**config.mk**
```make
export PLATFORM = sky130hd
export DESIGN_NAME = wb_regfile_flat
export DESIGN_NICKNAME = d
export VERILOG_FILES = /design/src/rtl/wb_regfile_pkg.sv /design/src/rtl/wb_regfile_if.sv /design/src/rtl/wb_regfile_load_formatter.sv /design/src/rtl/wb_regfile.sv /design/src/flat_wrapper.sv
export SDC_FILE = /design/constraint.sdc
export NUM_CORES = 2
export LEC_CHECK = 0
export BUFFER_PORTS_ARGS = -buffer_cell sky130_fd_sc_hd__buf_2
export CELL_PAD_IN_SITES_DETAIL_PLACEMENT = 1
export CELL_PAD_IN_SITES_GLOBAL_PLACEMENT = 1
export CORE_UTILIZATION = 45
export DETAILED_ROUTE_END_ITERATION = 12
export PLACE_DENSITY_LB_ADDON = 0.1
export SYNTH_ARGS = -nofsm -noshare
export SYNTH_HDL_FRONTEND = slang
export SYNTH_SLANG_ARGS = --single-unit
export TNS_END_PERCENT = 5
```
**constraint.sdc**
```tcl
create_clock -name Clk -period 3.01 [get_ports Clk]
set_input_delay 0.602 -clock Clk [delete_from_list [all_inputs] [get_ports Clk]]
set_output_delay 0.602 -clock Clk [all_outputs]
set_load 0.03 [all_outputs]
```
**src/rtl/wb_regfile_pkg.sv**
```systemverilog
// Shared definitions for the write-back stage: load formats, fixed register
// indices and default datapath widths.
package wb_regfile_pkg;

    localparam int DATA_W_DEF = 32;
    localparam int ADDR_W_DEF = 5;
    localparam int NREGS_DEF  = 32;

    localparam logic [ADDR_W_DEF-1:0] LINK_REG = 5'd31;
    localparam logic [ADDR_W_DEF-1:0] ZERO_REG = 5'd0;

    // Load format selected by the LoadData field of the MEM/WB register.
    typedef enum logic [1:0] {
        LD_WORD  = 2'b00,
        LD_HALF  = 2'b01,
        LD_BYTE  = 2'b10,
        LD_UBYTE = 2'b11
    } load_fmt_e;

endpackage

```
**src/rtl/wb_regfile_if.sv**
```systemverilog
// MEM/WB pipeline-register bundle, decode-stage read ports and the
// commit observation outputs of the write-back stage.
interface wb_regfile_if #(
    parameter int DATA_W = 32,
    parameter int ADDR_W = 5
);

    // MEM/WB pipeline register contents
    logic [DATA_W-1:0] MemReadData;
    logic [DATA_W-1:0] ALUResult;
    logic [ADDR_W-1:0] RegAddress;
    logic [DATA_W-1:0] PCAdderResult;
    logic              RegWrite;
    logic              MemToReg;
    logic [1:0]        LoadData;
    logic              JrAddress;
    logic              JrData;

    // Decode-stage read ports
    logic [ADDR_W-1:0] ReadRegister1;
    logic [ADDR_W-1:0] ReadRegister2;
    logic [DATA_W-1:0] ReadData1;
    logic [DATA_W-1:0] ReadData2;

    // Commit observation
    logic [DATA_W-1:0] LastWriteData;
    logic [ADDR_W-1:0] LastWriteReg;
    logic [DATA_W-1:0] WriteCount;

    modport master (
        output MemReadData, ALUResult, RegAddress, PCAdderResult,
        output RegWrite, MemToReg, LoadData, JrAddress, JrData,
        output ReadRegister1, ReadRegister2,
        input  ReadData1, ReadData2,
        input  LastWriteData, LastWriteReg, WriteCount
    );

    modport slave (
        input  MemReadData, ALUResult, RegAddress, PCAdderResult,
        input  RegWrite, MemToReg, LoadData, JrAddress, JrData,
        input  ReadRegister1, ReadRegister2,
        output ReadData1, ReadData2,
        output LastWriteData, LastWriteReg, WriteCount
    );

endinterface

```
**src/rtl/wb_regfile_load_formatter.sv**
```systemverilog
// Little-endian sub-word load formatter: picks the addressed halfword or
// byte out of the loaded word and sign- or zero-extends it.
module wb_regfile_load_formatter
    import wb_regfile_pkg::*;
#(
    parameter int DATA_W = DATA_W_DEF
) (
    input  logic [DATA_W-1:0] i_mem_data,
    input  logic [1:0]        i_offset,
    input  load_fmt_e         i_load_fmt,
    output logic [DATA_W-1:0] o_data
);

    logic [15:0] w_half;
    logic [7:0]  w_byte;

    // Halfword lane comes from offset bit 1 only; bit 0 is ignored for halfwords.
    assign w_half = i_mem_data[{i_offset[1], 4'b0000} +: 16];
    assign w_byte = i_mem_data[{i_offset, 3'b000} +: 8];

    // Extend the selected lane according to the load format.
    always_comb begin
        o_data = i_mem_data;
        case (i_load_fmt)
            LD_WORD:  o_data = i_mem_data;
            LD_HALF:  o_data = {{(DATA_W-16){w_half[15]}}, w_half};
            LD_BYTE:  o_data = {{(DATA_W-8){w_byte[7]}}, w_byte};
            LD_UBYTE: o_data = {{(DATA_W-8){1'b0}}, w_byte};
            default:  o_data = i_mem_data;
        endcase
    end

endmodule

```
**src/rtl/wb_regfile.sv**
```systemverilog
// Write-back stage: selects the write-back value, commits it to the
// general register file and serves two bypassed read ports to decode.
module wb_regfile
    import wb_regfile_pkg::*;
#(
    parameter int DATA_W   = DATA_W_DEF,
    parameter int ADDR_W   = ADDR_W_DEF,
    parameter int NREGS    = NREGS_DEF,
    parameter int LINK_REG = int'(wb_regfile_pkg::LINK_REG)
) (
    input  logic         Clk,
    input  logic         Reset,
    wb_regfile_if.slave  bus
);

    logic [DATA_W-1:0] r_regs [NREGS];
    logic [DATA_W-1:0] r_last_data;
    logic [ADDR_W-1:0] r_last_reg;
    logic [DATA_W-1:0] r_write_count;

    logic [DATA_W-1:0] w_load_data;
    logic [DATA_W-1:0] w_wdata;
    logic [ADDR_W-1:0] w_waddr;
    logic              w_commit;
    logic [DATA_W-1:0] w_rd1;
    logic [DATA_W-1:0] w_rd2;

    wb_regfile_load_formatter #(
        .DATA_W (DATA_W)
    ) u_load_formatter (
        .i_mem_data (bus.MemReadData),
        .i_offset   (bus.ALUResult[1:0]),
        .i_load_fmt (load_fmt_e'(bus.LoadData)),
        .o_data     (w_load_data)
    );

    // jal/jalr redirect the destination to the link register.
    assign w_waddr = bus.JrAddress ? ADDR_W'(LINK_REG) : bus.RegAddress;

    // Write-back source in priority order: link value, formatted load, ALU.
    always_comb begin
        w_wdata = bus.ALUResult;
        if (bus.JrData) begin
            w_wdata = bus.PCAdderResult;
        end else if (bus.MemToReg) begin
            w_wdata = w_load_data;
        end
    end

    // Reset gating keeps the bypass from forwarding a write that reset will drop.
    assign w_commit = Reset && bus.RegWrite && (w_waddr != ADDR_W'(ZERO_REG));

    // Register array; entry 0 is never written so it stays zero.
    always_ff @(posedge Clk or negedge Reset) begin
        if (!Reset) begin
            for (int i = 0; i < NREGS; i++) begin
                r_regs[i] <= '0;
            end
        end else if (w_commit) begin
            r_regs[w_waddr] <= w_wdata;
        end
    end

    // Last-commit observation registers and the wrapping commit counter.
    always_ff @(posedge Clk or negedge Reset) begin
        if (!Reset) begin
            r_last_data   <= '0;
            r_last_reg    <= '0;
            r_write_count <= '0;
        end else if (w_commit) begin
            r_last_data   <= w_wdata;
            r_last_reg    <= w_waddr;
            r_write_count <= r_write_count + 1'b1;
        end
    end

    // Read port 1: zero register, then write-through bypass, then array.
    always_comb begin
        w_rd1 = r_regs[bus.ReadRegister1];
        if (bus.ReadRegister1 == ADDR_W'(ZERO_REG)) begin
            w_rd1 = '0;
        end else if (w_commit && (bus.ReadRegister1 == w_waddr)) begin
            w_rd1 = w_wdata;
        end
    end

    // Read port 2: same priority as port 1.
    always_comb begin
        w_rd2 = r_regs[bus.ReadRegister2];
        if (bus.ReadRegister2 == ADDR_W'(ZERO_REG)) begin
            w_rd2 = '0;
        end else if (w_commit && (bus.ReadRegister2 == w_waddr)) begin
            w_rd2 = w_wdata;
        end
    end

    assign bus.ReadData1     = w_rd1;
    assign bus.ReadData2     = w_rd2;
    assign bus.LastWriteData = r_last_data;
    assign bus.LastWriteReg  = r_last_reg;
    assign bus.WriteCount    = r_write_count;

endmodule

```
**src/flat_wrapper.sv**
```systemverilog
// flat-port wrapper written by rule: the top's interface ports become plain ports
module wb_regfile_flat import wb_regfile_pkg::*;
#(
    parameter int DATA_W   = DATA_W_DEF,
    parameter int ADDR_W   = ADDR_W_DEF,
    parameter int NREGS    = NREGS_DEF,
    parameter int LINK_REG = int'(wb_regfile_pkg::LINK_REG)
)
  (Clk, Reset, bus_MemReadData, bus_ALUResult, bus_RegAddress, bus_PCAdderResult, bus_RegWrite, bus_MemToReg, bus_LoadData, bus_JrAddress, bus_JrData, bus_ReadRegister1, bus_ReadRegister2, bus_ReadData1, bus_ReadData2, bus_LastWriteData, bus_LastWriteReg, bus_WriteCount);
  wb_regfile_if #(.DATA_W(DATA_W), .ADDR_W(ADDR_W)) bus_i ();
  input  logic Clk;
  input  logic Reset;
  input wire logic [$bits(bus_i.MemReadData)-1:0] bus_MemReadData;
  input wire logic [$bits(bus_i.ALUResult)-1:0] bus_ALUResult;
  input wire logic [$bits(bus_i.RegAddress)-1:0] bus_RegAddress;
  input wire logic [$bits(bus_i.PCAdderResult)-1:0] bus_PCAdderResult;
  input wire logic [$bits(bus_i.RegWrite)-1:0] bus_RegWrite;
  input wire logic [$bits(bus_i.MemToReg)-1:0] bus_MemToReg;
  input wire logic [$bits(bus_i.LoadData)-1:0] bus_LoadData;
  input wire logic [$bits(bus_i.JrAddress)-1:0] bus_JrAddress;
  input wire logic [$bits(bus_i.JrData)-1:0] bus_JrData;
  input wire logic [$bits(bus_i.ReadRegister1)-1:0] bus_ReadRegister1;
  input wire logic [$bits(bus_i.ReadRegister2)-1:0] bus_ReadRegister2;
  output wire logic [$bits(bus_i.ReadData1)-1:0] bus_ReadData1;
  output wire logic [$bits(bus_i.ReadData2)-1:0] bus_ReadData2;
  output wire logic [$bits(bus_i.LastWriteData)-1:0] bus_LastWriteData;
  output wire logic [$bits(bus_i.LastWriteReg)-1:0] bus_LastWriteReg;
  output wire logic [$bits(bus_i.WriteCount)-1:0] bus_WriteCount;
  assign bus_i.MemReadData = bus_MemReadData;
  assign bus_i.ALUResult = bus_ALUResult;
  assign bus_i.RegAddress = bus_RegAddress;
  assign bus_i.PCAdderResult = bus_PCAdderResult;
  assign bus_i.RegWrite = bus_RegWrite;
  assign bus_i.MemToReg = bus_MemToReg;
  assign bus_i.LoadData = bus_LoadData;
  assign bus_i.JrAddress = bus_JrAddress;
  assign bus_i.JrData = bus_JrData;
  assign bus_i.ReadRegister1 = bus_ReadRegister1;
  assign bus_i.ReadRegister2 = bus_ReadRegister2;
  assign bus_ReadData1 = bus_i.ReadData1;
  assign bus_ReadData2 = bus_i.ReadData2;
  assign bus_LastWriteData = bus_i.LastWriteData;
  assign bus_LastWriteReg = bus_i.LastWriteReg;
  assign bus_WriteCount = bus_i.WriteCount;
  wb_regfile #(.DATA_W(DATA_W), .ADDR_W(ADDR_W), .NREGS(NREGS), .LINK_REG(LINK_REG)) u_core (.Clk(Clk), .Reset(Reset), .bus(bus_i));
endmodule
```
==> summary.md <==
| Metric | Value |
|---|---|
| Worst-path clk slew | `60 ps` |
| TritonCTS Buffers | `131` |
| Final Setup Violations | `64` |
| IO Pins | `252` |
| Grt ovf | `0` |
| Initial antenna violation count | `15` |
| Largest net degree at the start of global routing | `170` |
| HP Class | `in -> async` |
| Failing checks | `negative setup slack` |
| Port Buffers | `251` |
| Area growth syn-to-layout | `26.3%` |
| H-tree lvl count | `4` |
| Worst EP required | `2410 ps` |
| Synth Area per Inst | `10.5 um2` |
| Post-synth EDFFs | `0` |
| Status | `complete, but fails checks` |
| DRT antenna net count | `0` |
| Initial Utilization | `45.4%` |
| GP Congestion | `0.949` |
| Final Max Slew Viols | `0` |
| Largest fanout on the critical path | `23` |
| CTS tree | `yes` |
| Final cell count without fillers | `7723` |
| Clk_lat worst skew | `760 ps` |
| Cts hold-fix bufs | `0` |
| Mapped Area | `57100 um2` |
| Kind of critical path | `in -> out` |
| Worst Path Arrival | `2960 ps` |
| Vias in the first global route | `51700` |
| Post-synth ARST share | `100%` |
| Leakage power figure | `32.3 nW` |
| Total Routed Length | `250000 um` |
| Cell row count | `130` |
| Clock Skews | `4.64 ps` |
| Post-place setup slack | `-956 ps` |
| Unrepaired setup endpoints after global routing | `yes` |
| Power Density | `576 nW/um2` |
| Worst vdd ir | `0.627 mV` |
| Final Net Count | `6100` |
| Synth unique cells | `78` |
| Fin Setup TNS | `-27690 ps` |
| Syn Inst Count | `5431` |
| Max clock buf depth | `3` |
| Fin crit share | `118%` |
| Vias | `50300` |
| Setup crit start kind | `input port` |
| Worst setup EP type | `primary output` |
| DIE AREA | `128000 um2` |
| Final hold viol count | `0` |
| Worst rel slew slack | `26.4%` |
| Vert. Die Dim | `358 um` |
| Slew @ Worst Pin | `1100 ps` |
| Die width | `358 um` |
| GRT Util Overall | `39.2%` |
| DRT Pass-1 Iters | `5` |
| Global-route wire length before repair | `363000 um` |
| PnR worst setup slack | `-554 ps` |
| Mapped Nets | `5551` |
| Ratio of cells with drive above 1 in the final layout | `29.7%` |
| #FFs+latches synth | `1093` |
| Placed insts | `7471` |
| DR DRC count | `0` |
| Core area | `126000 um2` |
| YS warnings | `0` |
| Clock Sinks | `1093` |
| Max-Cap Viols | `0` |
| Sequential fraction of the synthesis area | `47.9%` |
| First DRT Iteration DRCs | `5748` |
| Ys flop type | `dfrtp_1` |
| Fmax | `281 MHz` |
| DP Wirelength | `171000 um` |
| CTS Root Cell | `clkbuf_16` |
| Routed vias/inst | `6.52` |
| Fin crit period | `3560 ps` |
| Drt wl/cell | `32.4 um` |
## state kept, by name, summed over array words and instances (netlist names)
register / cells
u_core.r_regs: 1024
u_core.bus.LastWriteData: 32
u_core.bus.WriteCount: 32
u_core.bus.LastWriteReg: 5
## final timing paths
path                                                 startpoint                                 endpoint  slack [ps]  depth (start not counted)
setup / recovery                           bus_ReadRegister2[0]                        bus_ReadData2[31]        -550                          9
hold / removal                                            Reset  u_core.bus.LastWriteData[3]$_DFFE_PN0P_          30                          3
setup reg to reg           u_core.bus.WriteCount[8]$_DFFE_PN0P_    u_core.bus.WriteCount[24]$_DFFE_PN0P_        1140                          6
hold reg to reg                 u_core.r_regs[1003]$_DFFE_PN0P_          u_core.r_regs[1003]$_DFFE_PN0P_         400                          0
max in group asynchronous                                 Reset           u_core.r_regs[578]$_DFFE_PN0P_        1300                          5
min in group Clk                                  bus_JrAddress   u_core.bus.LastWriteReg[1]$_DFFE_PN0P_         360                          4
## routing by layer
layer	part of all wire, %	vias up	routed length (um)	GRT usage (%)
met3	9.1	685	22700	8.30
met1	40	26200	101000	53.0
met5	0.021	-	53	0
met2	45	2680	114000	60.2
li1	-	20800	-	-
met4	5.1	8	12700	19.0
## power by group
part           switching, mW  internal [mW]  leakage [nW]
clock network           6.65           9.26          2.08
logic                   4.79           3.41          15.5
registers               1.26           16.2          14.7
total                   12.7           28.9          32.3
## stage by stage
step / hold WS, ps / area [um2] / util (%) / power, mW
global route: 69.0 / 72100 / 57.4 / 42.9
finish: 27.8 / 72200 / 57.4 / 41.6
detailed placement: 384 / 66700 / 53.0 / 25.4
CTS: 17.8 / 71700 / 57.1 / 41.5
floorplan: 306 / 57900 / - / 21.7
global placement: 377 / 66700 / 53.0 / 25.1
## critical path: stages
cell,delay (ps)
buf_12,140
or3_4,380
a211oi_2,240
a31oi_2,90
or4_4,450
buf_12,190
or2_2,370
a21oi_4,230
buf_4,210
## cells in the mapped netlist (13+ instances only)
master,n,area share [%]
o221ai_1,19,0.29
clkbuf_1,387,2.5
nand2b_1,19,0.21
xnor2_1,30,0.46
o21ai_1,49,0.43
or3_1,20,0.22
nor2_1,62,0.41
o21ai_0,1012,8.9
nor3_1,75,0.66
and2_1,13,0.14
buf_4,43,0.56
buf_1,19,0.12
mux2_2,40,0.79
dfrtp_1,1093,48
nand3_1,33,0.29
a21oi_1,39,0.34
buf_2,91,0.80
a22oi_1,156,2.0
mux2i_1,368,6.4
a211oi_1,43,0.56
nand4_1,37,0.41
mux4_2,358,14
o22ai_1,86,0.94
nand2_1,1131,7.4
nor2b_1,16,0.18
## area by class of cell
| cell class | count | area (um2) |
|---|---|---|
| diodes | 2 | 5.00 |
| inverters | 8 | 36.3 |
| clock inverters | 43 | 393 |
| multi-input cells | 3777 | 29200 |
| repair buffers | 969 | 9290 |
| fillers | 13100 | 53600 |
| flip-flops and latches | 1093 | 27400 |
| well taps | 1650 | 2060 |
| clock buffers | 181 | 3780 |
## logic make-up after synthesis
| group | synth area share [%] |
|---|---|
| buffers and inverters | 4.26 |
| AND/OR/NAND/NOR | 10.8 |
| AO/OA/AOI/OAI | 15.1 |
| flip-flops | 47.9 |
| multiplexers | 21.3 |
| adder cells (fa/ha/maj) | 0.0219 |
| XOR/XNOR | 0.567 |
## cell usage in the layout (no fill, tap or decap), types with 11 or more instances in the layout
cell,n
nand2_1,1099
dfrtp_1,1093
o21ai_0,1010
buf_4,545
mux2i_1,365
mux4_2,358
buf_2,181
buf_12,159
a22oi_1,155
clkbuf_16,137
o22ai_1,76
buf_6,68
nor2_1,57
nor3_1,47
o21ai_1,47
mux2_2,40
nand4_1,37
nand3_1,33
a211oi_4,32
nand2_4,31
xnor2_1,30
clkinv_2,30
a21oi_1,24
clkbuf_8,23
clkbuf_1,23
o221ai_4,22
nor3_2,22
nand2b_1,19
a21oi_4,15
or3_4,13
and2_1,13
a21o_1,12
nor2b_1,12
a211oi_2,11
## what timing repair did
action / in CTS / in global routing
resized for setup: 214 / 40
setup buffers: 4 / 21
gates cloned: 0 / 2
pin swaps: 29 / 15
setup endpoints to repair: 64 / 64
(Power assumes the default switching activity.)
